==> config.mk <==
export PLATFORM = sky130hd
export DESIGN_NAME = rc4_prga_engine_flat
export DESIGN_NICKNAME = d
export VERILOG_FILES = /design/src/rtl/rc4_prga_engine_if.sv /design/src/rtl/rc4_prga_engine.sv /design/src/flat_wrapper.sv
export SDC_FILE = /design/constraint.sdc
export NUM_CORES = 1
export LEC_CHECK = 0
export BUFFER_PORTS_ARGS = -buffer_cell sky130_fd_sc_hd__buf_4
export CORE_UTILIZATION = 56
export CTS_CLUSTER_DIAMETER = 40
export DETAILED_ROUTE_END_ITERATION = 10
export GPL_ROUTABILITY_DRIVEN = 0
export PLACE_DENSITY = 0.81
export SKIP_LAST_GASP = 1
export SLEW_MARGIN = 25
export SYNTH_ARGS = -nofsm -noshare
export SYNTH_HDL_FRONTEND = slang
export SYNTH_SLANG_ARGS = --single-unit
==> constraint.sdc <==
create_clock -name clk -period 2.1 [get_ports clk]
set_input_delay 0.315 -clock clk [delete_from_list [all_inputs] [get_ports clk]]
set_output_delay 0.315 -clock clk [all_outputs]
set_load 0.05 [all_outputs]
==> src/rtl/rc4_prga_engine_if.sv <==
// Handshake and memory-port bundle between rc4_prga_engine and its s/enc/dec memories.
interface rc4_prga_engine_if #(
  parameter int ADDR_W = 8
);
  logic              start;
  logic [7:0]        data_from_s_mem;
  logic [7:0]        data_from_enc_mem;
  logic              wr_en;
  logic              wr_en_dec;
  logic              task_on;
  logic              fin_strobe;
  logic [7:0]        addr_to_s_mem;
  logic [7:0]        data_to_s_mem;
  logic [ADDR_W-1:0] addr_to_enc_mem;
  logic [ADDR_W-1:0] addr_to_dec_mem;
  logic [7:0]        data_to_dec_mem;
  logic              len_clipped;
  logic              invalid;

  modport master (
    input  start, data_from_s_mem, data_from_enc_mem,
    output wr_en, wr_en_dec, task_on, fin_strobe, addr_to_s_mem, data_to_s_mem,
           addr_to_enc_mem, addr_to_dec_mem, data_to_dec_mem, len_clipped, invalid
  );

  modport slave (
    output start, data_from_s_mem, data_from_enc_mem,
    input  wr_en, wr_en_dec, task_on, fin_strobe, addr_to_s_mem, data_to_s_mem,
           addr_to_enc_mem, addr_to_dec_mem, data_to_dec_mem, len_clipped, invalid
  );
endinterface

==> src/rtl/rc4_prga_engine.sv <==
// RC4 PRGA decrypt engine: length-prefixed ciphertext in enc_mem -> plaintext in dec_mem.
// Optional macro RC4_TEXT_CHECK_EN aborts on the first byte that is not lowercase or space.
module rc4_prga_engine #(
  parameter int ADDR_W  = 8,
  parameter int LEN_MAX = 255
) (
  input  logic                  clk,
  input  logic                  rst,
  rc4_prga_engine_if.master     bus
);

  typedef enum logic [3:0] {
    IDLE, RD_LEN, WAIT_LEN, WR_LEN, RD_SI, CALC_J, RD_SJ, CAP_SJ,
    WR_SJ, WR_SI, RD_F, CAP_F, DONE
  } state_t;

  localparam logic [8:0] LEN_MAX_W = 9'(LEN_MAX);

  state_t            state_r, state_s;
  logic [7:0]        i_r, j_r, si_r, sj_r, len_r;
  logic [ADDR_W-1:0] k_r;
  logic              len_clipped_r, invalid_r;

  logic [7:0]        pt_s;
  logic              last_s, text_bad_s, hdr_over_s;
  logic              wr_en_s, wr_en_dec_s, fin_s;
  logic [7:0]        addr_s_s, data_s_s, data_dec_s;
  logic [ADDR_W-1:0] addr_enc_s, addr_dec_s;

  assign pt_s       = bus.data_from_s_mem ^ bus.data_from_enc_mem;
  assign last_s     = (k_r == ADDR_W'(len_r));
  assign hdr_over_s = ({1'b0, bus.data_from_enc_mem} > LEN_MAX_W);

`ifdef RC4_TEXT_CHECK_EN
  function automatic logic is_text(input logic [7:0] b);
    return (b == 8'h20) || ((b >= 8'h61) && (b <= 8'h7A));
  endfunction

  assign text_bad_s = (state_r == CAP_F) && !is_text(pt_s);
`else
  assign text_bad_s = 1'b0;
`endif

  // Next-state selection; each byte walks the eight states RD_SI..CAP_F.
  always_comb begin
    state_s = state_r;
    case (state_r)
      IDLE:     if (bus.start) state_s = RD_LEN; else state_s = IDLE;
      RD_LEN:   state_s = WAIT_LEN;
      WAIT_LEN: state_s = WR_LEN;
      WR_LEN:   if (len_r == 8'd0) state_s = DONE; else state_s = RD_SI;
      RD_SI:    state_s = CALC_J;
      CALC_J:   state_s = RD_SJ;
      RD_SJ:    state_s = CAP_SJ;
      CAP_SJ:   state_s = WR_SJ;
      WR_SJ:    state_s = WR_SI;
      WR_SI:    state_s = RD_F;
      RD_F:     state_s = CAP_F;
      CAP_F:    if (text_bad_s || last_s) state_s = DONE; else state_s = RD_SI;
      DONE:     state_s = IDLE;
      default:  state_s = IDLE;
    endcase
  end

  // Memory strobes, addresses and write data decoded from the current state.
  always_comb begin
    wr_en_s     = 1'b0;
    wr_en_dec_s = 1'b0;
    fin_s       = 1'b0;
    addr_s_s    = 8'd0;
    data_s_s    = 8'd0;
    addr_enc_s  = {ADDR_W{1'b0}};
    addr_dec_s  = {ADDR_W{1'b0}};
    data_dec_s  = 8'd0;
    case (state_r)
      WR_LEN: begin
        wr_en_dec_s = 1'b1;
        data_dec_s  = len_r;
      end
      RD_SI:  addr_s_s = i_r + 8'd1;
      RD_SJ:  addr_s_s = j_r;
      WR_SJ: begin
        wr_en_s  = 1'b1;
        addr_s_s = j_r;
        data_s_s = si_r;
      end
      WR_SI: begin
        wr_en_s  = 1'b1;
        addr_s_s = i_r;
        data_s_s = sj_r;
      end
      RD_F: begin
        addr_s_s   = si_r + sj_r;
        addr_enc_s = k_r;
      end
      CAP_F: begin
        wr_en_dec_s = !text_bad_s;
        addr_dec_s  = k_r;
        data_dec_s  = pt_s;
      end
      DONE:    fin_s = 1'b1;
      default: fin_s = 1'b0;
    endcase
  end

  // State register and datapath registers.
  always_ff @(posedge clk) begin
    if (rst) begin
      state_r       <= IDLE;
      i_r           <= 8'd0;
      j_r           <= 8'd0;
      si_r          <= 8'd0;
      sj_r          <= 8'd0;
      len_r         <= 8'd0;
      k_r           <= {ADDR_W{1'b0}};
      len_clipped_r <= 1'b0;
      invalid_r     <= 1'b0;
    end else begin
      state_r <= state_s;
      case (state_r)
        IDLE: begin
          if (bus.start) begin
            i_r           <= 8'd0;
            j_r           <= 8'd0;
            len_clipped_r <= 1'b0;
            invalid_r     <= 1'b0;
            k_r           <= ADDR_W'(1);
          end
        end
        WAIT_LEN: begin
          len_r         <= hdr_over_s ? LEN_MAX_W[7:0] : bus.data_from_enc_mem;
          len_clipped_r <= hdr_over_s;
        end
        RD_SI:  i_r <= i_r + 8'd1;
        CALC_J: begin
          si_r <= bus.data_from_s_mem;
          j_r  <= j_r + bus.data_from_s_mem;
        end
        CAP_SJ: sj_r <= bus.data_from_s_mem;
        CAP_F: begin
          // An aborted byte leaves k pointing at the rejected position.
          if (text_bad_s)  invalid_r <= 1'b1;
          else if (!last_s) k_r <= k_r + ADDR_W'(1);
        end
        default: k_r <= k_r;
      endcase
    end
  end

  assign bus.wr_en           = wr_en_s;
  assign bus.wr_en_dec       = wr_en_dec_s;
  assign bus.task_on         = (state_r != IDLE);
  assign bus.fin_strobe      = fin_s;
  assign bus.addr_to_s_mem   = addr_s_s;
  assign bus.data_to_s_mem   = data_s_s;
  assign bus.addr_to_enc_mem = addr_enc_s;
  assign bus.addr_to_dec_mem = addr_dec_s;
  assign bus.data_to_dec_mem = data_dec_s;
  assign bus.len_clipped     = len_clipped_r;
  assign bus.invalid         = invalid_r;

endmodule

==> src/flat_wrapper.sv <==
// flat-port wrapper written by rule: the top's interface ports become plain ports
module rc4_prga_engine_flat 
#(
  parameter int ADDR_W  = 8,
  parameter int LEN_MAX = 255
)
  (clk, rst, bus_start, bus_data_from_s_mem, bus_data_from_enc_mem, bus_wr_en, bus_wr_en_dec, bus_task_on, bus_fin_strobe, bus_addr_to_s_mem, bus_data_to_s_mem, bus_addr_to_enc_mem, bus_addr_to_dec_mem, bus_data_to_dec_mem, bus_len_clipped, bus_invalid);
  rc4_prga_engine_if #(.ADDR_W(ADDR_W)) bus_i ();
  input  logic clk;
  input  logic rst;
  input wire logic [$bits(bus_i.start)-1:0] bus_start;
  input wire logic [$bits(bus_i.data_from_s_mem)-1:0] bus_data_from_s_mem;
  input wire logic [$bits(bus_i.data_from_enc_mem)-1:0] bus_data_from_enc_mem;
  output wire logic [$bits(bus_i.wr_en)-1:0] bus_wr_en;
  output wire logic [$bits(bus_i.wr_en_dec)-1:0] bus_wr_en_dec;
  output wire logic [$bits(bus_i.task_on)-1:0] bus_task_on;
  output wire logic [$bits(bus_i.fin_strobe)-1:0] bus_fin_strobe;
  output wire logic [$bits(bus_i.addr_to_s_mem)-1:0] bus_addr_to_s_mem;
  output wire logic [$bits(bus_i.data_to_s_mem)-1:0] bus_data_to_s_mem;
  output wire logic [$bits(bus_i.addr_to_enc_mem)-1:0] bus_addr_to_enc_mem;
  output wire logic [$bits(bus_i.addr_to_dec_mem)-1:0] bus_addr_to_dec_mem;
  output wire logic [$bits(bus_i.data_to_dec_mem)-1:0] bus_data_to_dec_mem;
  output wire logic [$bits(bus_i.len_clipped)-1:0] bus_len_clipped;
  output wire logic [$bits(bus_i.invalid)-1:0] bus_invalid;
  assign bus_i.start = bus_start;
  assign bus_i.data_from_s_mem = bus_data_from_s_mem;
  assign bus_i.data_from_enc_mem = bus_data_from_enc_mem;
  assign bus_wr_en = bus_i.wr_en;
  assign bus_wr_en_dec = bus_i.wr_en_dec;
  assign bus_task_on = bus_i.task_on;
  assign bus_fin_strobe = bus_i.fin_strobe;
  assign bus_addr_to_s_mem = bus_i.addr_to_s_mem;
  assign bus_data_to_s_mem = bus_i.data_to_s_mem;
  assign bus_addr_to_enc_mem = bus_i.addr_to_enc_mem;
  assign bus_addr_to_dec_mem = bus_i.addr_to_dec_mem;
  assign bus_data_to_dec_mem = bus_i.data_to_dec_mem;
  assign bus_len_clipped = bus_i.len_clipped;
  assign bus_invalid = bus_i.invalid;
  rc4_prga_engine #(.ADDR_W(ADDR_W), .LEN_MAX(LEN_MAX)) u_core (.clk(clk), .rst(rst), .bus(bus_i));
endmodule
==> results.py <==
metrics = {
    "status": {
        "status": "finished with violations",
        "violations": "negative setup slack",
    },
    "synthesis": {
        "synth_edf_count": 0,
        "ys_ff_latch": 52,
        "synth_warnings": 0,
        "post_synth_inst_count": 449,
        "synth.area.top_cells": "dfxtp_1 31%, nand2_1 9.2%, a21oi_1 7.8%",
        "async_reset_ff_share_pct": 0,
        "synth_area_um2": 3390,
        "ys_types": 53,
        "ys_seq_area_share_pct": 30.7,
        "synth_top_area_share_pct": 30.7,
        "synth.most_common_cell": "nand2_1",
        "synth_flop_cell": "dfxtp_1",
        "syn_area_per_cell_um2": 7.55,
        "ys_top_cells_by_count": "83 x nand2_1, 53 x a21oi_1, 52 x dfxtp_1, 28 x nor2_1, 24 x xnor2_1",
        "synth_top_area_cell": "dfxtp_1",
    },
    "setup_path": {
        "crit_arrival_ns": 2.15,
        "max_stage_delay_ns": 0.36,
        "cp_max_fo": 2,
        "critical_path_class": "flip-flop to primary output",
        "endpoint_kind": "primary output",
        "crit_family": "adder cells",
        "path_buf_inv": 1,
        "cp_cell_sequence": "ha_4 -> fa_2 -> a21o_1 -> a21oi_2 -> o21bai_1 -> mux2_2 -> nand3_4 -> buf_8",
        "cpMaxStageDelayCell": "fa_2",
        "start_kind": "flip-flop",
        "cp_data_required_time_ns": 1.78,
    },
    "sta": {
        "slew-limit-headroom_pct": 63.4,
        "final_hold_viol_count": 0,
        "fin_worst_skew_ns": 0.00994,
        "setup_viol": 7,
        "min_period_ns": 2.47,
        "min_period_over_period_pct": 117,
        "drv_slew": 0,
        "fmax_mhz": 406,
        "worst_pin_slew_ns": 0.547,
        "rsz0062_at_grt": "true",
        "worst_slack_ns": -0.365,
    },
    "power": {
        "power.switching_uw": 605,
        "ir_drop_mv": 0.390,
        "p_sw_share_pct": 30.5,
        "p_int_uw": 1380,
        "seqPwrFrac_pct": 52.1,
        "cellPowerDensity_nw_per_um2": 438,
        "clkPwrFrac_pct": 31.3,
        "comb_power_share_pct": 16.7,
        "leakage_uw": 0.00185,
    },
    "clocking": {
        "cts_sinks": 52,
        "ctsHoldBuffers": 0,
        "cts_root_buffer": "clkbuf_8",
        "cts_tree": "built",
        "insertion_delay_ns": 0.31,
        "h-tree-depth": 2,
        "path_clk_slew_ns": 0.10,
        "numCtsBuffers": 5,
        "clockBufferDepth": 2,
    },
    "global_routing": {
        "grt_usage_pct": 31.7,
        "grt-ovfl-total": 0,
        "antenna_found_initial": 0,
        "grt_pass1_vias": 3346,
        "grt_pass1_wl_mm": 15.8,
        "grt_start_max_net_pins": 52,
    },
    "floorplan": {
        "initial_core_util_pct": 59.7,
        "rows": 27,
        "die_w_um": 79.8,
        "fp.dieArea_um2": 6370,
        "core-area_um2": 5680,
        "die_h_um": 79.8,
        "ios": 65,
    },
    "flow_run": {
        "max_cap_viol_count": 0,
    },
    "drt": {
        "vias_per_cell": 6.09,
        "routedWlPerCell_um": 17.4,
        "drt_wl_total_mm": 10.6,
        "drt-pass1-iter-count": 5,
        "ant_nets": 0,
        "drtIter0Drc": 354,
        "drc_errors": 0,
        "vias": 3727,
    },
    "layout": {
        "fin_nets": 576,
        "post-route-util_pct": 79.9,
        "antenna_cells": 0,
        "drive_above_1_share_pct": 30.4,
        "area_growth_pct": 33.7,
    },
    "place": {
        "pre_cts_ws_ns": -0.125,
        "port_buffers": 62,
        "dpl.hpwl_mm": 7.33,
    },
    "worst_hold_path": {
        "hold_class": "input port to flip-flop",
    },
}
## cell families after synthesis
logic type / Yosys count / synth area share [%]
and+or+nand+nor: 200 / 28.6
AOI/OAI and AO/OA: 117 / 21.2
DFF: 52 / 30.7
other: 1 / 0.111
muxes: 6 / 1.88
xor gates and xnor gates: 25 / 6.46
buffers and inverters: 30 / 3.95
adders and majority gates: 18 / 7.08
## area by class of cell
type / count / area (um2)
multi-input combinational: 368 / 2420
fill: 377 / 1140
sequential: 52 / 1070
timing repair buffer: 106 / 838
tap: 72 / 90.1
clock buffer: 5 / 68.8
clock inverter: 3 / 27.5
inverter: 6 / 22.5
## worst paths after layout
check / start / end / slack [ns] / cells past startpoint
min: bus_data_from_enc_mem[2] / u_core.len_r[2] / 0.26 / 3
max reg2reg: u_core.state_r[3] / u_core.k_r[6] / 0.07 / 6
min reg2reg: u_core.sj_r[4] / u_core.sj_r[4] / 0.48 / 2
max: u_core.sj_r[0] / bus_addr_to_s_mem[6] / -0.37 / 8
## tightest hold or removal path: stages
cell     delay (ns)
buf_4          0.12
nand2_1        0.05
a21oi_1        0.05
## cells in the final DEF, fill, tap and decap left out, types with 4 or more instances in the layout
master    Yosys  routed
buf_4         2      94
nand2_1      83      82
a21oi_1      53      50
dfxtp_1      52      43
nor2_1       28      23
o21ai_0      23      23
xnor2_1      24      22
and2_1       18      18
nand3_1      14      12
ha_1         16      11
or3_1        10      10
buf_6         1      10
a22o_1        8       8
a21o_1        7       7
nor3_1        8       6
inv_1         6       6
dfxtp_4       0       6
and3_1        5       5
nand4_1       5       5
clkbuf_8      0       5
nand2b_1      7       4
o211ai_1      4       4
## power groups by stage
stage	Sequential, uW	Combinational [uW]	Clock (uW)
6_report	1030	331	620
5_1_grt	1040	353	650
4_1_cts	1030	307	614
3_5_place_dp	1050	300	0
3_3_place_gp	1050	291	0
2_1_floorplan	1040	200	0
## routing by layer
layer	part of all wire (%)	up-vias	global-route usage, %
met2	49	178	53.8
met3	7.1	27	4.46
met5	0	-	0
li1	-	1763	-
met4	2.2	0	9.46
met1	42	1759	41.6
## sequential cells by signal (all words and copies together) (netlist names)
register        flops
u_core.i_r          8
u_core.state_r      4
u_core.j_r          8
u_core.k_r          8
u_core.len_r        8
u_core.sj_r         8
u_core.si_r         8
## per-stage QoR
step / TNS (ns) / power [uW] / hold slack, ns / cells / area, um2
after floorplan: -2.10 / 1240 / 0.443 / 450 / 3430
after global placement: -0.125 / 1340 / 0.465 / 595 / 4140
after detailed placement: -0.216 / 1350 / 0.470 / 595 / 4140
after CTS: -0.945 / 1950 / 0.252 / 606 / 4420
after global routing: -2.24 / 2040 / 0.261 / 612 / 4530
final: -1.60 / 1980 / 0.257 / 612 / 4530
## what timing repair did
action / CTS / global route
cloned: 0 / 1
resized for setup: 43 / 15
setup endpoints to repair: 33 / 38
pin swaps: 6 / 6
buffers inserted: 4 / 5
Note: power is estimated with default switching activity, not from simulation.
